`src/rtl/crc16_stream_engine.sv`:
```
// Framed CRC-16 engine: folds a beat stream (valid/ready, partial last beat)
// into a CRC register and presents CRC, byte count and check result per frame.
//
// Ports:
//   clk, rst        rising-edge clock, synchronous active-high reset
//   in_valid/ready  beat handshake (in_ready decoded from state and rst)
//   in_data         beat, byte 0 in the top byte, MSB-first bit order
//   in_last         last beat of the frame
//   in_nbytes       valid bytes on the last beat (0 or >NB means NB)
//   in_check        frame mode on the first beat: 0 generate, 1 check
//   in_abort        drop the frame in progress
//   res_valid/ready result handshake
//   res_crc         final register XOR XOROUT
//   res_ok          check mode: final register is zero
//   res_len         bytes accepted in the frame, saturating
module crc16_stream_engine #(
  parameter int unsigned DATA_W = 32,
  parameter logic [15:0] POLY   = 16'h1021,
  parameter logic [15:0] INIT   = 16'hFFFF,
  parameter logic [15:0] XOROUT = 16'h0000
) (
  input  logic                      clk,
  input  logic                      rst,
  input  logic                      in_valid,
  output logic                      in_ready,
  input  logic [DATA_W-1:0]         in_data,
  input  logic                      in_last,
  input  logic [$clog2(DATA_W/8):0] in_nbytes,
  input  logic                      in_check,
  input  logic                      in_abort,
  output logic                      res_valid,
  input  logic                      res_ready,
  output logic [15:0]               res_crc,
  output logic                      res_ok,
  output logic [15:0]               res_len
);

  localparam int unsigned NB  = DATA_W / 8;
  localparam int unsigned NBW = $clog2(NB) + 1;

  typedef enum logic [1:0] {IDLE, ACTIVE, DONE} state_t;

  state_t      state, state_d;
  logic [15:0] crc_q, crc_d;
  logic [15:0] len_q, len_d;
  logic        mode_q, mode_d;
  logic        load_res;
  logic        accept;

  logic [NBW-1:0] nb_eff;
  logic [15:0]    fold_crc;
  logic [16:0]    len_sum;
  logic [15:0]    len_sat;
  logic           mode_eff;

  // One MSB-first byte step of the CRC register.
  function automatic logic [15:0] crc_byte(input logic [15:0] c, input logic [7:0] b);
    logic [15:0] r;
    r = c ^ {b, 8'h00};
    for (int i = 0; i < 8; i++) begin
      r = r[15] ? ({r[14:0], 1'b0} ^ POLY) : {r[14:0], 1'b0};
    end
    return r;
  endfunction

  assign in_ready = !rst && (state != DONE);
  assign accept   = in_valid && in_ready;

  // Valid-byte count of the current beat; only the last beat can be partial.
  always_comb begin
    nb_eff = NBW'(NB);
    if (in_last && (in_nbytes != '0) && (in_nbytes <= NBW'(NB))) begin
      nb_eff = in_nbytes;
    end
  end

  // Byte-parallel fold; bytes past nb_eff bypass their stage untouched.
  always_comb begin
    fold_crc = crc_q;
    for (int unsigned i = 0; i < NB; i++) begin
      if (NBW'(i) < nb_eff) begin
        fold_crc = crc_byte(fold_crc, in_data[DATA_W-1-8*i -: 8]);
      end
    end
  end

  // Saturating length accumulation.
  always_comb begin
    len_sum = {1'b0, len_q} + 17'(nb_eff);
    len_sat = len_sum[16] ? 16'hFFFF : len_sum[15:0];
  end

  // The first beat's mode is not latched yet when it is also the last beat.
  assign mode_eff = (state == IDLE) ? in_check : mode_q;

  // Next-state and datapath control.
  always_comb begin
    state_d  = state;
    crc_d    = crc_q;
    len_d    = len_q;
    mode_d   = mode_q;
    load_res = 1'b0;
    case (state)
      IDLE: begin
        if (accept) begin
          crc_d  = fold_crc;
          len_d  = len_sat;
          mode_d = in_check;
          if (in_last) begin
            state_d  = DONE;
            load_res = 1'b1;
          end else begin
            state_d = ACTIVE;
          end
        end
      end
      ACTIVE: begin
        if (in_abort) begin
          state_d = IDLE;
          crc_d   = INIT;
          len_d   = 16'h0000;
          mode_d  = 1'b0;
        end else if (accept) begin
          crc_d = fold_crc;
          len_d = len_sat;
          if (in_last) begin
            state_d  = DONE;
            load_res = 1'b1;
          end
        end
      end
      DONE: begin
        if (res_ready) begin
          state_d = IDLE;
          crc_d   = INIT;
          len_d   = 16'h0000;
          mode_d  = 1'b0;
        end
      end
      default: begin
        state_d = IDLE;
        crc_d   = INIT;
        len_d   = 16'h0000;
        mode_d  = 1'b0;
      end
    endcase
  end

  // State register.
  always_ff @(posedge clk) begin
    if (rst) begin
      state <= IDLE;
    end else begin
      state <= state_d;
    end
  end

  // Running CRC, length, mode and registered result.
  always_ff @(posedge clk) begin
    if (rst) begin
      crc_q     <= INIT;
      len_q     <= 16'h0000;
      mode_q    <= 1'b0;
      res_valid <= 1'b0;
      res_crc   <= 16'h0000;
      res_ok    <= 1'b0;
      res_len   <= 16'h0000;
    end else begin
      crc_q     <= crc_d;
      len_q     <= len_d;
      mode_q    <= mode_d;
      res_valid <= (state_d == DONE);
      if (load_res) begin
        res_crc <= fold_crc ^ XOROUT;
        res_ok  <= mode_eff && (fold_crc == 16'h0000);
        res_len <= len_sat;
      end
    end
  end

endmodule

```
`config.mk`:
```
export PLATFORM = sky130hd
export DESIGN_NAME = crc16_stream_engine
export DESIGN_NICKNAME = d
export VERILOG_FILES = /design/src/rtl/crc16_stream_engine.sv
export SDC_FILE = /design/constraint.sdc
export NUM_CORES = 1
export LEC_CHECK = 0
export CAP_MARGIN = 40
export CORE_MARGIN = 4
export CORE_UTILIZATION = 50
export DETAILED_ROUTE_END_ITERATION = 10
export PLACE_DENSITY = 0.77
export SLEW_MARGIN = 5
export SYNTH_ARGS = -nofsm -noshare
export SYNTH_HDL_FRONTEND = slang
export SYNTH_SLANG_ARGS = --single-unit
```
`constraint.sdc`:
```
create_clock -name clk -period 4.45 [get_ports clk]
set_clock_uncertainty 0.2 [all_clocks]
set_input_delay 0.445 -clock clk [delete_from_list [all_inputs] [get_ports clk]]
set_output_delay 0.445 -clock clk [all_outputs]
set_load 0.005 [all_outputs]
```
==> impl_metrics.json <==
{
  "syn-cell-area_um2": 5260,
  "nets": 842,
  "numCtsBuffers": 9,
  "final_common_cell": "buf_4",
  "syn_nets": 660,
  "rrSetupSlack_ns": 0.07,
  "synth_cells": 614,
  "synth_area_per_cell_um2": 8.567,
  "insertion_delay_ns": 0.35,
  "setup.worst_path.class": "input port to register",
  "worst_r2r_endpoint": "res_ok",
  "seqCellArea_um2": 1390,
  "ant_nets": 0,
  "critical_path.cell_chain": "clkdlybuf4s50_1 -> nor2b_1 -> and3b_1 -> nor2_2 -> xnor3_1 -> xor3_2 -> xor2_4 -> buf_4 -> a211oi_1 -> or3b_4 -> xnor2_2 -> or3b_1 -> or4_1 -> o31ai_1",
  "grt.total_usage": 0.2587,
  "outcome": "complete, no violations",
  "fin_ws_ns": 0.05238,
  "fin_crit_ns": 4.398,
  "hold_buffers": 0,
  "first_pass_iters": 5,
  "fillCellCount": 747,
  "root_buffer": "clkbuf_8",
  "synthArstFlopShare": 0,
  "rsz0062_at_grt": "true",
  "grt_pass1_wl_mm": 25.87,
  "fin_crit_sh": 0.9882,
  "hold_ws_ns": 0.2587,
  "portBuffers": 76,
  "io_pins": 77,
  "via_per_inst": 5.739,
  "r2r_cells": 14,
  "synth_flop_cell": "dfxtp_1",
  "r2r-start": "crc_q[8]",
  "path_max_fanout": 4,
  "fp.dieW_um": 110.6,
  "hold_viol_final": 0,
  "initialDrtViolationCount": 591,
  "start_kind": "input port",
  "crit_cells": 14,
  "synth_seq_cells": 69,
  "gr-total-overflow": 0,
  "end_kind": "register",
  "drc_errors": 0,
  "max_cap_viol_count": 0,
  "wl_per_cell_um": 18.00,
  "slew_viol_final": 0,
  "wl_mm": 16.86,
  "dieArea_um2": 12220,
  "gp_congestion": 0.9135,
  "setup.worst_path.start": "in_last",
  "relSlewSlack": 0.5393,
  "worstMarginPinSlew_ns": 0.6903,
  "drive_gt1_frac": 0.2634,
  "arrival_ns": 4.47,
  "synth_edf_count": 0,
  "core_area_um2": 10280,
  "whs_path_depth": 2,
  "die_h_um": 110.6,
  "worstPathRequired_ns": 4.52,
  "critPathMaxStageDelay_ns": 0.50,
  "htree_levels": 3,
  "dpl_cell_area_um2": 6898,
  "mostFrequentLayoutCells": "buf_4, nor2_1, clkdlybuf4s50_1",
  "hp-start": "res_len[12]",
  "vias": 5377,
  "dp_hpwl_mm": 12.62,
  "clk_pin_slew_ns": 0.07,
  "cts_sinks": 69,
  "cts_tree": "done",
  "synth-seq-area-share": 0.2626,
  "diodes": 0,
  "fmax_mhz": 227.4,
  "setup-violations-final": 0,
  "dp_slack_ns": -0.5367,
  "path_buf_inv": 2,
  "grt_max_degree": 32,
  "cpMaxStageDelayCell": "or4_1",
  "area_growth_pct": 42.91,
  "multi_input_area_um2": 3946,
  "synth_cell_types": 64,
  "ys_warn_count": 0,
  "finish.instance_area_um2": 7517,
  "antenna_found_initial": 0,
  "start_util": 0.5118,
  "critPathTopFamily": "simple AND/OR/NAND/NOR gates",
  "hold_path_class": "register to register",
  "first_global_vias": 5125,
  "ctsLongestPathBuffers": 2,
  "rows": 37,
  "worstSetupEndpoint": "res_ok"
}
==> stage by stage <==
step           utilization  TNS [ns]  instances
6_report            0.7314         0        937
3_5_place_dp        0.6712    -1.634        904
4_1_cts             0.7036         0        925
5_1_grt             0.7314   -0.1496        937
3_3_place_gp        0.6712   -0.9819        904
2_1_floorplan            -         0        614
==> state kept, by name, indices dropped and copies added (netlist names) <==
register and flops:
res_crc 16, res_len 16, crc_q 16, state 2, mode_q 1, len_q 16, res_valid 1, res_ok 1
==> kinds of logic (layout without fill, tap and decap cells) <==
family | Yosys count | after routing | synth area share
flops | 69 | 69 | 0.2626
compound gates | 156 | 156 | 0.1851
simple gates | 214 | 214 | 0.1865
buf+inv | 42 | 229 | 0.03021
mux | 10 | 10 | 0.02260
xor+xnor | 119 | 119 | 0.3021
fa+ha+maj | 4 | 4 | 0.01094
==> worst min-delay path by stage <==
| stage | end | slack [ns] |
|---|---|---|
| final | res_len[12] | 0.26 |
| after global routing | res_len[12] | 0.29 |
| after CTS | res_len[12] | 0.26 |
| after detailed placement | res_crc[13] | 0.25 |
| after global placement | res_len[12] | 0.25 |
| after floorplan | res_len[12] | 0.25 |
==> routing by layer <==
metal / share of wire / vias up / global-route usage
li1: - / 2517 / -
met1: 0.42 / 2566 / 0.3424
met2: 0.48 / 256 / 0.4227
met3: 0.080 / 38 / 0.06795
met4: 0.023 / 0 / 0.06322
met5: 0 / - / 0
==> what timing repair did <==
| action | in CTS | in global routing |
|---|---|---|
| pin swaps | 8 | 25 |
| buffers inserted | 5 | 13 |
| endpoints found under the setup margin | 1 | 4 |
| gates resized for setup | 12 | 47 |
==> worst reg2reg max path, stage by stage (launching register included) <==
cell,delay [ns]
dfxtp_2,0.36
xnor2_4,0.22
buf_4,0.15
xnor3_1,0.44
xor3_2,0.48
nor2_4,0.12
xnor3_1,0.30
xor2_4,0.22
buf_4,0.15
a211oi_1,0.04
or3b_4,0.40
xnor2_2,0.16
or3b_1,0.38
or4_1,0.50
o31ai_1,0.19
==> cell type report <==
class | count | share of cell area
clock buffers | 10 | 0.01831
clock inverters | 6 | 0.01465
inverters | 10 | 0.004993
multi-input cells | 503 | 0.5250
flip-flops and latches | 69 | 0.1849
well taps | 136 | 0.02264
repair buffers | 203 | 0.2295
==> cells in the mapped netlist (8+ instances only) <==
library cell	number	share of area
nand3_1	13	0.012
o211ai_1	16	0.023
xnor3_1	17	0.073
dfxtp_1	69	0.26
inv_1	9	0.0064
xor2_1	28	0.047
a22oi_1	8	0.011
nor3_1	17	0.016
nand2_1	63	0.045
a211oi_1	8	0.011
a31oi_1	11	0.013
clkbuf_1	28	0.020
a21oi_1	41	0.039
o22ai_1	12	0.014
xor3_1	8	0.036
nor2_1	82	0.059
o21ai_0	35	0.033
xnor2_1	50	0.083
Power is not shown: default switching activity piles up to over one toggle a cycle in this logic, so the estimate is an artifact.
